===== config.mk =====
export PLATFORM = sky130hd
export DESIGN_NAME = button_conditioner
export DESIGN_NICKNAME = d
export VERILOG_FILES = /design/src/rtl/button_conditioner_pkg.sv /design/src/rtl/debounce_channel.sv /design/src/rtl/button_conditioner.sv
export SDC_FILE = /design/constraint.sdc
export NUM_CORES = 1
export LEC_CHECK = 0
export BUFFER_PORTS_ARGS = -buffer_cell sky130_fd_sc_hd__buf_2
export CAP_MARGIN = 15
export CELL_PAD_IN_SITES_DETAIL_PLACEMENT = 1
export CELL_PAD_IN_SITES_GLOBAL_PLACEMENT = 1
export CORE_ASPECT_RATIO = 1.2
export CORE_UTILIZATION = 45
export DETAILED_ROUTE_END_ITERATION = 10
export MAX_ROUTING_LAYER = met4
export PLACE_DENSITY_LB_ADDON = 0.1
export SLEW_MARGIN = 25
export SYNTH_ARGS = -nofsm -noshare
export SYNTH_HDL_FRONTEND = slang
export SYNTH_HIERARCHICAL = 1
export SYNTH_SLANG_ARGS = --single-unit
export TNS_END_PERCENT = 20

===== constraint.sdc =====
create_clock -name CLK -period 2.46 [get_ports CLK]
set_clock_uncertainty 0.1 [all_clocks]
set_input_delay 0 -clock CLK [delete_from_list [all_inputs] [get_ports CLK]]
set_output_delay 0 -clock CLK [all_outputs]
set_load 0.005 [all_outputs]

===== src/rtl/button_conditioner_pkg.sv =====
// Shared definitions for the button front end: debounce FSM encoding,
// a constant-width helper and the default 10 ms debounce length at 12 MHz.
package button_conditioner_pkg;

  typedef enum logic [1:0] {
    ST_RELEASED     = 2'd0,
    ST_PRESS_WAIT   = 2'd1,
    ST_PRESSED      = 2'd2,
    ST_RELEASE_WAIT = 2'd3
  } btn_state_e;

  localparam int DEBOUNCE_12MHZ = 120000;

  function automatic int clog2(input int value);
    int result;
    int v;
    result = 0;
    v = value - 1;
    while (v > 0) begin
      result = result + 1;
      v = v >> 1;
    end
    return result;
  endfunction

endpackage


===== src/rtl/debounce_channel.sv =====
// One button channel: two-flop synchroniser into clk, then a debounce FSM
// that accepts a new level only after DEBOUNCE_CYCLES stable cycles.
module debounce_channel
  import button_conditioner_pkg::*;
#(
  parameter int DEBOUNCE_CYCLES = DEBOUNCE_12MHZ,
  parameter bit ACTIVE_LOW      = 1'b1
) (
  input  logic       clk,
  input  logic       rst,
  input  logic       raw,
  output btn_state_e state,
  output logic       press_strobe,
  output logic       release_strobe
);

  localparam int                CNT_W     = clog2(DEBOUNCE_CYCLES);
  localparam logic [CNT_W-1:0]  CNT_LAST  = CNT_W'(DEBOUNCE_CYCLES - 1);
  localparam logic              IDLE_LVL  = ACTIVE_LOW;

  logic             s1;
  logic             s2;
  logic             p;
  logic [CNT_W-1:0] cnt;
  logic [CNT_W-1:0] cnt_nxt;
  btn_state_e       state_nxt;
  logic             press_nxt;
  logic             release_nxt;

  assign p = (s2 != IDLE_LVL);

  always_ff @(posedge clk) begin
    if (rst) begin
      s1             <= IDLE_LVL;
      s2             <= IDLE_LVL;
      state          <= ST_RELEASED;
      cnt            <= '0;
      press_strobe   <= 1'b0;
      release_strobe <= 1'b0;
    end else begin
      s1             <= raw;
      s2             <= s1;
      state          <= state_nxt;
      cnt            <= cnt_nxt;
      press_strobe   <= press_nxt;
      release_strobe <= release_nxt;
    end
  end

  // Counter is cleared on every state change, so it never needs to wrap.
  always_comb begin
    state_nxt   = state;
    cnt_nxt     = cnt;
    press_nxt   = 1'b0;
    release_nxt = 1'b0;
    case (state)
      ST_RELEASED: begin
        if (p) begin
          state_nxt = ST_PRESS_WAIT;
          cnt_nxt   = '0;
        end
      end
      ST_PRESS_WAIT: begin
        if (!p) begin
          state_nxt = ST_RELEASED;
          cnt_nxt   = '0;
        end else if (cnt == CNT_LAST) begin
          state_nxt = ST_PRESSED;
          cnt_nxt   = '0;
          press_nxt = 1'b1;
        end else begin
          cnt_nxt = cnt + 1'b1;
        end
      end
      ST_PRESSED: begin
        if (!p) begin
          state_nxt = ST_RELEASE_WAIT;
          cnt_nxt   = '0;
        end
      end
      ST_RELEASE_WAIT: begin
        if (p) begin
          state_nxt = ST_PRESSED;
          cnt_nxt   = '0;
        end else if (cnt == CNT_LAST) begin
          state_nxt   = ST_RELEASED;
          cnt_nxt     = '0;
          release_nxt = 1'b1;
        end else begin
          cnt_nxt = cnt + 1'b1;
        end
      end
      default: begin
        state_nxt = ST_RELEASED;
        cnt_nxt   = '0;
      end
    endcase
  end

endmodule


===== src/rtl/button_conditioner.sv =====
// Multi-channel button front end: independent debounced level plus
// single-cycle press/release strobes for each raw keypad line.
module button_conditioner
  import button_conditioner_pkg::*;
#(
  parameter int NUM_BTN         = 2,
  parameter int DEBOUNCE_CYCLES = DEBOUNCE_12MHZ,
  parameter bit ACTIVE_LOW      = 1'b1
) (
  input  logic               CLK,
  input  logic               RST,
  input  logic [NUM_BTN-1:0] btn_raw,
  output logic [NUM_BTN-1:0] btn_level,
  output logic [NUM_BTN-1:0] btn_press,
  output logic [NUM_BTN-1:0] btn_release
);

  btn_state_e chan_state [NUM_BTN];

  for (genvar i = 0; i < NUM_BTN; i++) begin : g_chan
    debounce_channel #(
      .DEBOUNCE_CYCLES(DEBOUNCE_CYCLES),
      .ACTIVE_LOW     (ACTIVE_LOW)
    ) u_chan (
      .clk           (CLK),
      .rst           (RST),
      .raw           (btn_raw[i]),
      .state         (chan_state[i]),
      .press_strobe  (btn_press[i]),
      .release_strobe(btn_release[i])
    );

    // Level is a pure decode of the state register, so it flips on the
    // same edge that launches the matching strobe.
    assign btn_level[i] = (chan_state[i] == ST_PRESSED) ||
                          (chan_state[i] == ST_RELEASE_WAIT);
  end

endmodule

==> results of run 1 <==
Yosys cell counts (6+ instances only):
cell type,number
dfxtp_1,46
nand2_1,35
nand3_1,27
o21ai_0,18
nand4_1,10
nor3_1,10
or3_1,10
a21oi_1,9
inv_1,9
a31oi_1,8
clkbuf_1,8
nor2_1,8
or4_1,8
nor4_1,7
or2_2,7
xnor2_1,6
flip-flops by register name (all words and copies together), names as in the netlist, named ones only:
name,flops
g_chan.u_chan/s2,2
g_chan.u_chan/s1,2
g_chan.u_chan/cnt,34
g_chan.u_chan/release_strobe,2
g_chan.u_chan/press_strobe,2
g_chan.u_chan/state,2
per-stage QoR:
stage / hold WS (ps) / std cells / instance area [µm²] / setup slack (ps)
final: 315 / 355 / 2570 / 245
after detailed placement: 89.0 / 344 / 2430 / 244
after CTS: 309 / 355 / 2570 / 227
after global routing: 307 / 355 / 2570 / 76.6
after floorplan: -27.6 / 275 / 2290 / 391
after global placement: 83.4 / 344 / 2430 / 256
layer usage:
| layer | share of wire | GRT usage | vias up |
|---|---|---|---|
| li1 | - | - | 1063 |
| met1 | 0.41 | 0.272 | 1068 |
| met2 | 0.55 | 0.468 | 28 |
| met3 | 0.022 | 0.0497 | 11 |
| met4 | 0.018 | 0.0894 | 0 |
| met5 | 0 | - | - |
kinds of logic (layout without fill, tap and decap cells):
family | count (synthesis) | count (layout)
fa+ha+maj | 2 | 2
xor+xnor | 8 | 8
simple gates | 143 | 143
flops | 46 | 46
compound gates | 51 | 51
buf+inv | 22 | 42
mux | 3 | 3
layout make-up:
class | count | area share
multi-input combinational | 207 | 0.491
clock buffer | 7 | 0.0297
clock inverter | 1 | 0.0117
timing repair buffer | 25 | 0.0672
inverter | 9 | 0.0131
sequential | 46 | 0.358
tap | 60 | 0.0292
worst reg2reg max path, delay by kind of cell (launching register included):
family	cells	cell delay (ps)
simple gates	3	1450
flops	1	470
mux	1	130
final timing paths:
| kind | endpoint | slack (ps) | cells after the start |
|---|---|---|---|
| max | g_chan[1].u_chan/cnt[15] | 250 | 4 |
| min | g_chan[1].u_chan/s2 | 320 | 1 |
| max reg2reg | g_chan[1].u_chan/cnt[15] | 250 | 4 |
| min reg2reg | g_chan[1].u_chan/s2 | 320 | 1 |
what timing repair did:
item	CTS	global route
hold buffers	3	0
setup endpoints to repair	0	0
endpoints found under the hold margin	7	0
report_power, final:
part           switching (mW)  internal [mW]  leakage (nW)
Clock                   0.251          0.304        0.0524
Sequential            0.00402          0.748         0.371
Combinational          0.0314         0.0214         0.387
==> flow_metrics.env, run 1 <==
export IMPL_cp_slowest_stage_delay_ps=610
export IMPL_ff_latch_area_um2=921
export IMPL_relSlewSlack=0.546
export IMPL_critPathCaptureType="flop"
export IMPL_powerDensity_mw_per_mm2=529
export IMPL_cp_start_kind="flop"
export IMPL_cp_slowest_cell="or4b_2"
export IMPL_vias=2170
export IMPL_synth_top_area_frac=0.402
export IMPL_postCtsSetupBuffers=0
export IMPL_synth_top_cells_by_area="dfxtp_1 (40%), nand3_1 (5.9%), nand2_1 (5.7%)"
export IMPL_worstMarginPinSlew_ps=679
export IMPL_vias_per_cell=6.11
export IMPL_firstDrtPassIters=4
export IMPL_numCtsBuffers=5
export IMPL_synthArstFlopShare=0
export IMPL_crit_family="simple AND/OR/NAND/NOR gates"
export IMPL_synthAdderAreaFrac=0.0109
export IMPL_synthXorXnorAreaFrac=0.0339
export IMPL_grt_pass1_vias=2194
export IMPL_hp_class="flop to flop"
export IMPL_rsz0062_at_grt="false"
export IMPL_syn_area_mm2=0.00229
export IMPL_hold_start="g_chan[1].u_chan/s1"
export IMPL_grt_pass1_wl_um=10200
export IMPL_place_congestion=0.860
export IMPL_slew_violations=0
export IMPL_finalNetCount=300
export IMPL_yosys_area_share_simple=0.355
export IMPL_antenna_cells=0
export IMPL_synth_edf_count=0
export IMPL_htree_levels=2
export IMPL_yosysWarnings=6
export IMPL_ios=10
export IMPL_synthMuxAreaShare=0.0131
export IMPL_hold_viol_final=0
export IMPL_drive_gt1_frac=0.146
export IMPL_setup_viol=0
export IMPL_grt_max_degree=21
export IMPL_syn_inst=275
export IMPL_cts_root_buffer="clkbuf_8"
export IMPL_drt_first_iter_violations=98
export IMPL_synthFlopType="dfxtp_1"
export IMPL_synthDistinctLibCells=49
export IMPL_final_cell_mix="dfxtp_1 (46), nand2_1 (35), nand3_1 (27)"
export IMPL_synth_fp_nets=281
export IMPL_worstSkewPairLatency_ps=300
export IMPL_yosysSeqAreaShare=0.402
export IMPL_clock_path_buffers=2
export IMPL_routedWlPerCell_um=16.8
export IMPL_power_mw=1.36
export IMPL_rows=28
export IMPL_die_area_mm2=0.00538
export IMPL_dp_hpwl_um=4280
export IMPL_drc_errors=0
export IMPL_routed_wl_um=5980
export IMPL_power_leakage_nw=0.811
export IMPL_synth_top_area_cell="dfxtp_1"
export IMPL_synth_top_family_by_area="simple AND/OR/NAND/NOR gates"
export IMPL_worst_r2r_startpoint="g_chan[1].u_chan/cnt[4]"
export IMPL_critPathLaunch="g_chan[1].u_chan/cnt[4]"
export IMPL_synth_compound_area_share=0.138
export IMPL_start_util=0.467
export IMPL_irDropWorstVdd_mv=0.398
export IMPL_area_growth_pct=12.2
export IMPL_die_x_um=67.1
export IMPL_multiInputGateArea_mm2=0.00126
export IMPL_critPathBufInv=0
export IMPL_grt_overflow=0
export IMPL_fillCellCount=603
export IMPL_clock_sinks=46
export IMPL_portBuffers=9
export IMPL_ctsResizeCount=0
export IMPL_cts_tree="done"
export IMPL_min_period_ps=2210
export IMPL_cp_arrival_ps=2340
export IMPL_grt_usage=0.258
export IMPL_final_common_cell="dfxtp_1"
export IMPL_antenna_left=0
export IMPL_run_status="completed"
export IMPL_fin_util=0.524
export IMPL_worstPathMaxFanout=7
export IMPL_drv_cap=0
export IMPL_die_height_um=80.1
export IMPL_critPathKind="flop to flop"
export IMPL_antenna_found_initial=0
export IMPL_cp_cell_sequence="nand4_1, or4_1, or4b_2, mux2i_1"
export IMPL_path_clk_slew_ps=80
export IMPL_max_freq_ghz=0.451
export IMPL_fin_crit_sh=0.900
export IMPL_core_mm2=0.00490
export IMPL_fin_setup_tns_ps=0
export IMPL_crit_required_ps=2590
export IMPL_ys_ff_latch=46
export IMPL_syn_avg_cell_area_um2=8.33
No activity file was read; power rests on OpenSTA's default activity.
==> run 2, diff against run 1 <==
--- a/config.mk
+++ b/config.mk
@@ -7,12 +7,11 @@
 export LEC_CHECK = 0
 export BUFFER_PORTS_ARGS = -buffer_cell sky130_fd_sc_hd__buf_2
 export CAP_MARGIN = 15
-export CELL_PAD_IN_SITES_DETAIL_PLACEMENT = 1
-export CELL_PAD_IN_SITES_GLOBAL_PLACEMENT = 1
+export CELL_PAD_IN_SITES_DETAIL_PLACEMENT = 2
+export CELL_PAD_IN_SITES_GLOBAL_PLACEMENT = 2
 export CORE_ASPECT_RATIO = 1.2
-export CORE_UTILIZATION = 45
+export CORE_UTILIZATION = 37
 export DETAILED_ROUTE_END_ITERATION = 10
-export MAX_ROUTING_LAYER = met4
 export PLACE_DENSITY_LB_ADDON = 0.1
 export SLEW_MARGIN = 25
 export SYNTH_ARGS = -nofsm -noshare
==> flow_metrics.env, run 2 (synthesized netlist as in run 1, its figures left out) <==
export IMPL_fin_setup_tns_ps=0
export IMPL_routedWlPerCell_um=17.9
export IMPL_cp_arrival_ps=2370
export IMPL_area_growth_pct=12.3
export IMPL_vias=2156
export IMPL_critPathBufInv=0
export IMPL_setup_viol=0
export IMPL_relSlewSlack=0.430
export IMPL_min_period_ps=2240
export IMPL_drv_cap=0
export IMPL_firstDrtPassIters=4
export IMPL_pwr_share_seq=0.582
export IMPL_dp_hpwl_um=4900
export IMPL_holdPathEnd="g_chan[1].u_chan/cnt[6]"
export IMPL_powerDensity_mw_per_mm2=503
export IMPL_irDropWorstVdd_mv=0.224
export IMPL_grt_usage=0.222
export IMPL_cts_root_buffer="clkbuf_8"
export IMPL_rr_worst_depth=4
export IMPL_rrSetupSlack_ps=220
export IMPL_routed_wl_um=6720
export IMPL_clock_path_buffers=2
export IMPL_crit_required_ps=2590
export IMPL_r2r_end="g_chan[1].u_chan/cnt[15]"
export IMPL_hp_class="input pin to flop"
export IMPL_largest_register="g_chan.u_chan/cnt"
export IMPL_final_common_cell="dfxtp_1"
export IMPL_die_x_um=73.8
export IMPL_whs_ps=16.2
export IMPL_place_congestion=0.828
export IMPL_dp_slack_ps=226
export IMPL_crit_family="simple AND/OR/NAND/NOR gates"
export IMPL_ios=10
export IMPL_drc_errors=0
export IMPL_worstPathMaxFanout=6
export IMPL_cp_start_kind="flop"
export IMPL_ff_latch_area_um2=921
export IMPL_grt_pass1_vias=2141
export IMPL_hold_buffers=2
export IMPL_die_area_mm2=0.00651
export IMPL_drt_first_iter_violations=40
export IMPL_cp_cell_sequence="nand4_1, or4_1, or4b_2, mux2i_1"
export IMPL_p_clk_frac=0.379
export IMPL_finalNetCount=299
export IMPL_htree_levels=2
export IMPL_vias_per_cell=5.73
export IMPL_hold_viol_final=0
export IMPL_cts_tree="done"
export IMPL_power_leakage_nw=0.802
export IMPL_rsz0062_at_grt="false"
export IMPL_worstMarginPinSlew_ps=848
export IMPL_final_cell_mix="dfxtp_1 (46), nand2_1 (35), nand3_1 (27)"
export IMPL_critPathCaptureType="flop"
export IMPL_intPower_mw=0.994
export IMPL_critPathKind="flop to flop"
export IMPL_fin_crit_sh=0.910
export IMPL_multiInputGateArea_mm2=0.00126
export IMPL_run_status="completed"
export IMPL_combPwrFrac=0.039
export IMPL_rows=31
export IMPL_start_util=0.381
export IMPL_hold_start="RST"
export IMPL_core_mm2=0.00601
export IMPL_drive_gt1_frac=0.150
export IMPL_grt_max_degree=21
export IMPL_path_clk_slew_ps=80
export IMPL_clock_sinks=46
export IMPL_antenna_left=0
export IMPL_max_freq_ghz=0.447
export IMPL_slew_violations=0
export IMPL_fillCellCount=680
export IMPL_grt_overflow=0
export IMPL_die_height_um=88.2
export IMPL_grt_pass1_wl_um=10900
export IMPL_postCtsSetupBuffers=0
export IMPL_cp_slowest_stage_delay_ps=620
export IMPL_hold_depth=2
export IMPL_p_switching_mw=0.300
export IMPL_largest_reg_flops=34
export IMPL_numCtsBuffers=5
export IMPL_portBuffers=9
export IMPL_sw_frac_of_total=0.232
export IMPL_cp_slowest_cell="or4b_2"
export IMPL_setup_ws_ps=221
export IMPL_ctsResizeCount=0
export IMPL_worst_r2r_startpoint="g_chan[1].u_chan/cnt[5]"
export IMPL_antenna_cells=0
export IMPL_worstSkewPairLatency_ps=300
export IMPL_antenna_found_initial=0
run 2: cell count changes in the layout (fill, tap and decap cells not counted):
cell / before / now
bufinv_16: 1 / 0
clkbuf_1: 2 / 1
clkbuf_8: 5 / 6
clkinv_2: 0 / 1
dlygate4sd3_1: 3 / 2
run 2: area by class of cell:
type	count	area share
inverter	9	0.0131
sequential	46	0.358
clock buffer	7	0.0336
clock inverter	1	0.00195
multi-input combinational	207	0.490
timing repair buffer	24	0.0632
tap	82	0.0399
run 2: per-stage QoR:
step / utilization / cells / cell area, µm² / power, mW
finish: 0.428 / 376 / 2570 / 1.29
global route: 0.428 / 376 / 2570 / 1.35
CTS: 0.428 / 376 / 2570 / 1.31
detailed placement: 0.409 / 366 / 2460 / 0.818
global placement: 0.409 / 366 / 2460 / 0.817
floorplan: - / 275 / 2290 / 0.798
run 2: power by group through the flow:
stage                     combinational, mW  sequential (mW)  clock [mW]
after floorplan                      0.0289            0.769           0
after global placement               0.0476            0.769           0
after detailed placement             0.0485            0.770           0
after CTS                            0.0512            0.753       0.510
after global routing                 0.0559            0.753       0.541
final                                0.0505            0.752       0.491
run 2: how the worst max path moves through the flow:
stage | to | from | cells past startpoint
detailed placement | flop | g_chan[1].u_chan/cnt[9] | 4
global placement | g_chan[1].u_chan/cnt[15] | g_chan[1].u_chan/cnt[5] | 4
floorplan | flop | g_chan[1].u_chan/cnt[6] | 5
finish | g_chan[1].u_chan/cnt[15] | g_chan[1].u_chan/cnt[5] | 4
global route | g_chan[1].u_chan/cnt[15] | g_chan[1].u_chan/cnt[5] | 4
CTS | g_chan[1].u_chan/cnt[15] | g_chan[1].u_chan/cnt[5] | 4
run 2: layer usage:
metal,share of wire,vias to the layer above,track usage,routed length [µm]
met2,0.52,20,0.406,3520
met3,0.015,12,0.0391,100
met1,0.43,1067,0.252,2920
li1,-,1057,-,-
met4,0.027,0,0.0874,179
met5,0,-,0,0
